$ cat config.mk
export PLATFORM = sky130hd
export DESIGN_NAME = rgbw_sout_flat
export DESIGN_NICKNAME = d
export VERILOG_FILES = /design/src/rtl/rgbw_pkg.sv /design/src/rtl/rgbw_sout_if.sv /design/src/rtl/rgbw_phase_timer.sv /design/src/rtl/rgbw_sout.sv /design/src/flat_wrapper.sv
export SDC_FILE = /design/constraint.sdc
export NUM_CORES = 1
export LEC_CHECK = 0
export ABC_AREA = 1
export CAP_MARGIN = 20
export CELL_PAD_IN_SITES_DETAIL_PLACEMENT = 1
export CELL_PAD_IN_SITES_GLOBAL_PLACEMENT = 2
export CORE_AREA = 4 4 126 128
export CTS_CLUSTER_DIAMETER = 150
export DETAILED_ROUTE_END_ITERATION = 10
export DIE_AREA = 0 0 130 132
export PLACE_DENSITY_LB_ADDON = 0.1
export SLEW_MARGIN = 20
export SYNTH_ARGS = -nofsm -noshare
export SYNTH_HDL_FRONTEND = slang
export SYNTH_SLANG_ARGS = --single-unit
$ cat constraint.sdc
create_clock -name clk -period 5.15 [get_ports clk]
set_input_delay 1.03 -clock clk [delete_from_list [all_inputs] [get_ports clk]]
set_output_delay 1.03 -clock clk [all_outputs]
set_load 0.01 [all_outputs]
$ cat src/rtl/rgbw_pkg.sv
// Shared types and default timing for the RGBW single-wire LED stream blocks.
// Timing defaults assume a 96 MHz clk and are also used by the rgb_sinp benches.
package rgbw_pkg;

   typedef enum logic [1:0] {
      IDLE  = 2'd0,
      HIGH  = 2'd1,
      LOW   = 2'd2,
      RESET = 2'd3
   } state_t;

   localparam int DEF_BITS_PER_PIXEL = 32;
   localparam int DEF_T0H_CLKS       = 30;
   localparam int DEF_T0L_CLKS       = 80;
   localparam int DEF_T1H_CLKS       = 70;
   localparam int DEF_T1L_CLKS       = 40;
   localparam int DEF_RESET_CLKS     = 4800;

   function automatic int max2(input int a, input int b);
      return (a > b) ? a : b;
   endfunction

endpackage

$ cat src/rtl/rgbw_sout_if.sv
// Pixel word valid/ready handshake into the serial LED encoder.
interface rgbw_sout_if #(
   parameter int BITS_PER_PIXEL = 32
) ();
   logic [BITS_PER_PIXEL-1:0] in_data;
   logic                      in_valid;
   logic                      in_ready;

   modport master (output in_data, output in_valid, input in_ready);
   modport slave  (input in_data, input in_valid, output in_ready);
endinterface

$ cat src/rtl/rgbw_phase_timer.sv
// Loadable down-counter timing the HIGH, LOW and RESET phases.
// Load N-1 to get an N-cycle phase; done is high while the count sits at zero.
module rgbw_phase_timer #(
   parameter int WIDTH = 13
) (
   input  logic             clk,
   input  logic             rst,
   input  logic             load,
   input  logic [WIDTH-1:0] load_val,
   output logic             done
);
   logic [WIDTH-1:0] cnt_q;

   always_ff @(posedge clk or negedge rst) begin
      if (!rst) begin
         cnt_q <= '0;
      end else if (load) begin
         cnt_q <= load_val;
      end else if (cnt_q != '0) begin
         cnt_q <= cnt_q - 1'b1;
      end
   end

   assign done = (cnt_q == '0);
endmodule

$ cat src/rtl/rgbw_sout.sv
// Serial GRBW pixel encoder for WS2812/SK6812 strips: pulse-width coded bits, MSB first,
// with an optional low latch gap between pixels.
//
// state | meaning
// IDLE  | line low, waiting for a latch request or a held pixel
// HIGH  | high part of the current bit (T1H or T0H by current MSB)
// LOW   | low part of the current bit; pixel boundary handled at its end
// RESET | latch gap, line low for RESET_CLKS
module rgbw_sout
   import rgbw_pkg::*;
#(
   parameter int BITS_PER_PIXEL = DEF_BITS_PER_PIXEL,
   parameter int T0H_CLKS       = DEF_T0H_CLKS,
   parameter int T0L_CLKS       = DEF_T0L_CLKS,
   parameter int T1H_CLKS       = DEF_T1H_CLKS,
   parameter int T1L_CLKS       = DEF_T1L_CLKS,
   parameter int RESET_CLKS     = DEF_RESET_CLKS
) (
   input  logic        clk,
   input  logic        rst,
   rgbw_sout_if.slave  pix,
   input  logic        latch,
   output logic        out,
   output logic        busy
);
   localparam int MAX_CLKS = max2(max2(max2(T0H_CLKS, T0L_CLKS), max2(T1H_CLKS, T1L_CLKS)),
                                  RESET_CLKS);
   localparam int PW  = $clog2(MAX_CLKS + 1);
   localparam int BW  = $clog2(BITS_PER_PIXEL);
   localparam int MSB = BITS_PER_PIXEL - 1;

   if (T0H_CLKS < 1 || T0L_CLKS < 1 || T1H_CLKS < 1 || T1L_CLKS < 1 || RESET_CLKS < 1)
   begin : g_bad_timing
      $error("rgbw_sout: all timing parameters must be >= 1");
   end
   if (BITS_PER_PIXEL < 2) begin : g_bad_width
      $error("rgbw_sout: BITS_PER_PIXEL must be >= 2");
   end

   localparam logic [PW-1:0] T0H_LD   = PW'(T0H_CLKS - 1);
   localparam logic [PW-1:0] T0L_LD   = PW'(T0L_CLKS - 1);
   localparam logic [PW-1:0] T1H_LD   = PW'(T1H_CLKS - 1);
   localparam logic [PW-1:0] T1L_LD   = PW'(T1L_CLKS - 1);
   localparam logic [PW-1:0] RST_LD   = PW'(RESET_CLKS - 1);
   localparam logic [BW-1:0] LAST_BIT = BW'(BITS_PER_PIXEL - 1);

   state_t                    state_q, state_d;
   logic [BITS_PER_PIXEL-1:0] shift_q;
   logic [BITS_PER_PIXEL-1:0] hold_q;
   logic [BW-1:0]             bit_cnt_q;
   logic                      hold_valid_q;
   logic                      latch_pend_q;
   logic                      out_q;

   logic                      tmr_load;
   logic [PW-1:0]             tmr_val;
   logic                      tmr_done;
   logic                      boundary;
   logic                      take_hold;
   logic                      do_shift;
   logic                      enter_reset;
   logic                      accept;

   rgbw_phase_timer #(.WIDTH(PW)) u_timer (
      .clk      (clk),
      .rst      (rst),
      .load     (tmr_load),
      .load_val (tmr_val),
      .done     (tmr_done)
   );

   assign accept = pix.in_valid && !hold_valid_q;

   always_comb begin
      state_d     = state_q;
      tmr_load    = 1'b0;
      tmr_val     = '0;
      take_hold   = 1'b0;
      do_shift    = 1'b0;
      enter_reset = 1'b0;
      boundary    = 1'b0;

      unique case (state_q)
         IDLE: boundary = 1'b1;
         HIGH: begin
            if (tmr_done) begin
               state_d  = LOW;
               tmr_load = 1'b1;
               tmr_val  = shift_q[MSB] ? T1L_LD : T0L_LD;
            end
         end
         LOW: begin
            if (tmr_done) begin
               if (bit_cnt_q != '0) begin
                  state_d  = HIGH;
                  do_shift = 1'b1;
                  tmr_load = 1'b1;
                  tmr_val  = shift_q[MSB-1] ? T1H_LD : T0H_LD;
               end else begin
                  state_d  = IDLE;
                  boundary = 1'b1;
               end
            end
         end
         RESET: begin
            if (tmr_done) state_d = IDLE;
         end
         default: state_d = IDLE;
      endcase

      // Pixel boundary: a pending latch beats a held pixel, which beats going idle.
      if (boundary) begin
         if (latch_pend_q) begin
            state_d     = RESET;
            enter_reset = 1'b1;
            tmr_load    = 1'b1;
            tmr_val     = RST_LD;
         end else if (hold_valid_q) begin
            state_d   = HIGH;
            take_hold = 1'b1;
            tmr_load  = 1'b1;
            tmr_val   = hold_q[MSB] ? T1H_LD : T0H_LD;
         end
      end
   end

   always_ff @(posedge clk or negedge rst) begin
      if (!rst) begin
         state_q      <= IDLE;
         shift_q      <= '0;
         bit_cnt_q    <= '0;
         hold_q       <= '0;
         hold_valid_q <= 1'b0;
         latch_pend_q <= 1'b0;
         out_q        <= 1'b0;
      end else begin
         state_q <= state_d;
         out_q   <= (state_d == HIGH);

         if (take_hold) begin
            shift_q   <= hold_q;
            bit_cnt_q <= LAST_BIT;
         end else if (do_shift) begin
            shift_q   <= shift_q << 1;
            bit_cnt_q <= bit_cnt_q - 1'b1;
         end

         if (accept) hold_q <= pix.in_data;
         hold_valid_q <= accept || (hold_valid_q && !take_hold);
         latch_pend_q <= latch || (latch_pend_q && !enter_reset);
      end
   end

   assign pix.in_ready = !hold_valid_q;
   assign out          = out_q;
   assign busy         = (state_q != IDLE) || hold_valid_q || latch_pend_q;
endmodule
$ cat src/flat_wrapper.sv
// flat-port wrapper written by rule: the top's interface ports become plain ports
module rgbw_sout_flat import rgbw_pkg::*;
#(
   parameter int BITS_PER_PIXEL = DEF_BITS_PER_PIXEL,
   parameter int T0H_CLKS       = DEF_T0H_CLKS,
   parameter int T0L_CLKS       = DEF_T0L_CLKS,
   parameter int T1H_CLKS       = DEF_T1H_CLKS,
   parameter int T1L_CLKS       = DEF_T1L_CLKS,
   parameter int RESET_CLKS     = DEF_RESET_CLKS
)
  (clk, rst, latch, out, busy, pix_in_data, pix_in_valid, pix_in_ready);
  rgbw_sout_if #(.BITS_PER_PIXEL(BITS_PER_PIXEL)) pix_i ();
  input  logic clk;
  input  logic rst;
  input  logic latch;
  output logic out;
  output logic busy;
  input wire logic [$bits(pix_i.in_data)-1:0] pix_in_data;
  input wire logic [$bits(pix_i.in_valid)-1:0] pix_in_valid;
  output wire logic [$bits(pix_i.in_ready)-1:0] pix_in_ready;
  assign pix_i.in_data = pix_in_data;
  assign pix_i.in_valid = pix_in_valid;
  assign pix_in_ready = pix_i.in_ready;
  rgbw_sout #(.BITS_PER_PIXEL(BITS_PER_PIXEL), .T0H_CLKS(T0H_CLKS), .T0L_CLKS(T0L_CLKS), .T1H_CLKS(T1H_CLKS), .T1L_CLKS(T1L_CLKS), .RESET_CLKS(RESET_CLKS)) u_core (.clk(clk), .rst(rst), .pix(pix_i), .latch(latch), .out(out), .busy(busy));
endmodule
==> summary.md <==
| Metric | Value |
|---|---|
| Fmax | 362.7 MHz |
| Final core occ | 0.3330 |
| Adder-Cell Fraction of Synth Area | 0.02459 |
| Design area | around 4900 um2 |
| CP startpoint kind | flip-flop |
| Vias in the first global route | between 3000 and 4000 |
| H-tree depth | 3 |
| Clock Power Share | 0.483 |
| Vias per inst | 4.633 |
| DP Wirelength | ~6700 um |
| Final setup fails | 0 |
| Top cells by area, synth | dfrtp_1 (53%), nand2_1 (9.4%), nand3_1 (8.9%) |
| Hold-fix buffers at CTS | 0 |
| # placed instances | 647 |
| Pin count of the biggest net entering global routing | 70 |
| Post-Syn Nets | 476 |
| Synthesized instance count | around 430 |
| Count of cell types in the netlist | 29 |
| Synth top cells by count | nand2_1 (102), dfrtp_1 (87), nand3_1 (72) |
| Final nets | between 500 and 600 |
| Starting Density | 0.2738 |
| Area Overhead vs Synth | 21.61% |
| Largest family of logic cells by synthesized area | simple AND/OR/NAND/NOR gates |
| Routed vias | roughly 3100 |
| Io pins | 39 |
| Mux contribution to synthesized area | 0.08577 |
| Root buf cell | clkbuf_16 |
| Internal power | between 1 and 1.5 mW |
| Clock skew | ~0.0062 ns |
| Mean post-synth cell area | approximately 9.4 um2 |
| Inserted Diodes | 0 |
| Pwr per Cell Area | around 280 nW/um2 |
| Post-CTS setup buffers | 0 |
| Leakage power | around 2.5 nW |
| Fin. max-slew vios | 0 |
| Sequential share of power | 0.488 |
| Top-count cell post-synth | nand2_1 |
| Final min period | 2.757 ns |
| Overflow left after global routing | 0 |
| Clock latency on the worst-skew pair | between 0.3 and 0.4 ns |
| Synth Flop Type | dfrtp_1 |
| Cell row count | between 40 and 50 |
| Layout cells sized above 1 | 0.1414 |
| PortBufs | 38 |
| Remaining DRCs | 0 |
| Sw frac | 0.2085 |
| Ratio of final minimum period to clock period | 0.5354 |
| Final WS setup | between 2 and 2.5 ns |
| RR Startpoint | u_core.bit_cnt_q[0] |
| Area share of the largest cell type after synthesis | 0.5349 |
| Status | complete, no violations |
| Worst reg2reg path depth | 15 |
| Fin. Hold Viols | 0 |
| Crit. End Element | output port |
| Post-CTS sizing | 0 |
| Total Wirelength | approximately 9700 um |
| Wire per inst | around 15 um |
| Max-slew headroom | 0.3895 |
| Critical-path maximum fanout | 4 |
| GRT Overall Usage | 0.1233 |
| PnR Total Power | between 1 and 1.5 mW |
| MaxCap Viol Count | 0 |
| Final std cells w/o fill | ~660 |
| Power share of the combinational group | 0.029 |
| Synth Area in Compound Gates | 0.04304 |
| Post-synth EDFFs | 0 |
| Post-DRT Antenna Nets | 0 |
| Sequential share of the synthesized area | 0.5349 |
| WS Path Type | flip-flop to output port |
| XOR/XNOR Fraction of Synth Area | 0.01937 |
| Cell Area, Synth | around 4000 um2 |
| Critical R2R Capture | u_core.u_timer.cnt_q[1] |
| Die area | ~17000 um2 |
| Chip width | 130 um |
| CP arrival | ~1.7 ns |
| TritonCTS Sinks | 87 |
| CTS Buf Count | 9 |
| Critical Path RT | ~4 ns |
| Clk slew on worst S/H paths | 0.06 ns |
| Clock Tree Buf Depth | 2 |
| Initial antenna violation count | 0 |
| Die Y-Extent | between 100 and 150 um |
| NetSw | 292.0 uW |
| Hold Crit Class | flip-flop to flip-flop |
| Yosys warnings | 0 |
| Unrepaired setup endpoints after global routing | false |
| CP startpoint | u_core.state_q[0] |
| Fraction of registers with async set/reset | 1.000 |
| Worst-margin pin slew | just over 0.9 ns |
| Area of placed instances | approximately 4600 um2 |
| Worst-case hold slack | roughly 0.48 ns |
| Setup TNS | 0 ns |
| DP Worst Slack | about 2.4 ns |
| Simple-gate share of the synthesized area | 0.2432 |
| End of the critical path | busy |
| Initial DRC Count | a little over 90 |
| First-pass GRT wire length | roughly 17000 um |
| Core Region | 14860 um2 |
| Routability Congestion | between 0.7 and 0.8 |
| Seq cells post-synth | 87 |
| Reg2Reg Setup Slack | ~2.5 ns |
| CTS tree | built |
| Peak VDD IR | between 0.0001 and 0.00015 V |
| DRT Pass-1 Iters | 4 |
| Synth area leader | dfrtp_1 |
-- how the worst min path moves through the flow --
stage | slack [ns] | start | endpoint | cells after the start
after global routing | 0.50 | u_core.hold_q[0] | u_core.shift_q[0] | 2
after global placement | 0.47 | u_core.shift_q[0] | u_core.shift_q[0] | 2
after floorplan | 0.44 | u_core.shift_q[0] | u_core.shift_q[0] | 2
after CTS | 0.49 | u_core.hold_q[0] | u_core.shift_q[0] | 2
final | 0.48 | u_core.hold_q[0] | u_core.shift_q[0] | 2
after detailed placement | 0.47 | u_core.hold_q[0] | u_core.shift_q[0] | 2
-- cell usage in the layout, fill, tap and decap left out, drive strengths merged, types with 8 or more instances in the layout --
cell           count
a21oi             11
clkbuf            11
clkdlybuf4s50     37
dfrtp             87
ha                 8
inv               35
mux2              31
nand2            106
nand3             73
nor2              27
o21ai             15
-- cells by family after synthesis --
| kind of cell | count (synthesis) |
|---|---|
| AO/OA/AOI/OAI | 32 |
| XOR/XNOR | 9 |
| adder cells (fa/ha/maj) | 8 |
| buffers and inverters | 49 |
| flip-flops | 87 |
| multiplexers | 31 |
| AND/OR/NAND/NOR | 216 |
-- area by class of cell --
class,count,area (um2)
clock inverter,4,53.80
inverter,34,127.6
tap,188,235.2
fill,1744,9915
sequential,87,2177
timing repair buffer,42,407.9
multi-input combinational,296,1695
clock buffer,11,252.7
-- layer usage --
metal	part of all wire	vias up	track usage	wire (um)
li1	-	1501	-	-
met1	0.47	1524	0.1586	4506
met2	0.50	30	0.2034	4799
met3	0.021	12	0.01985	203
met4	0.018	0	0.05312	170
met5	0	-	0	0
-- power groups by stage --
stage | clock [mW] | sequential, mW | combinational [mW]
2_1_floorplan | 0 | 0.696 | 0.000394
3_3_place_gp | 0 | 0.696 | 0.0420
3_5_place_dp | 0 | 0.696 | 0.0427
4_1_cts | 0.706 | 0.683 | 0.0427
5_1_grt | 0.728 | 0.683 | 0.0455
6_report | 0.677 | 0.683 | 0.0402
-- registers in the layout (all words and copies together), names as in the netlist --
| signal | flops |
|---|---|
| u_core.hold_valid_q | 1 |
| u_core.shift_q | 32 |
| u_core.bit_cnt_q | 5 |
| u_core.hold_q | 32 |
| u_core.u_timer.cnt_q | 13 |
| u_core.out | 1 |
| u_core.state_q | 2 |
| u_core.latch_pend_q | 1 |
-- critical path, stage by stage, from the launching register on --
cell,delay (ns)
dfrtp_1,0.38
inv_1,0.09
ha_1,0.26
nand3_1,0.11
clkdlybuf4s50_1,0.55
Note: power is estimated with default switching activity, not from simulation.
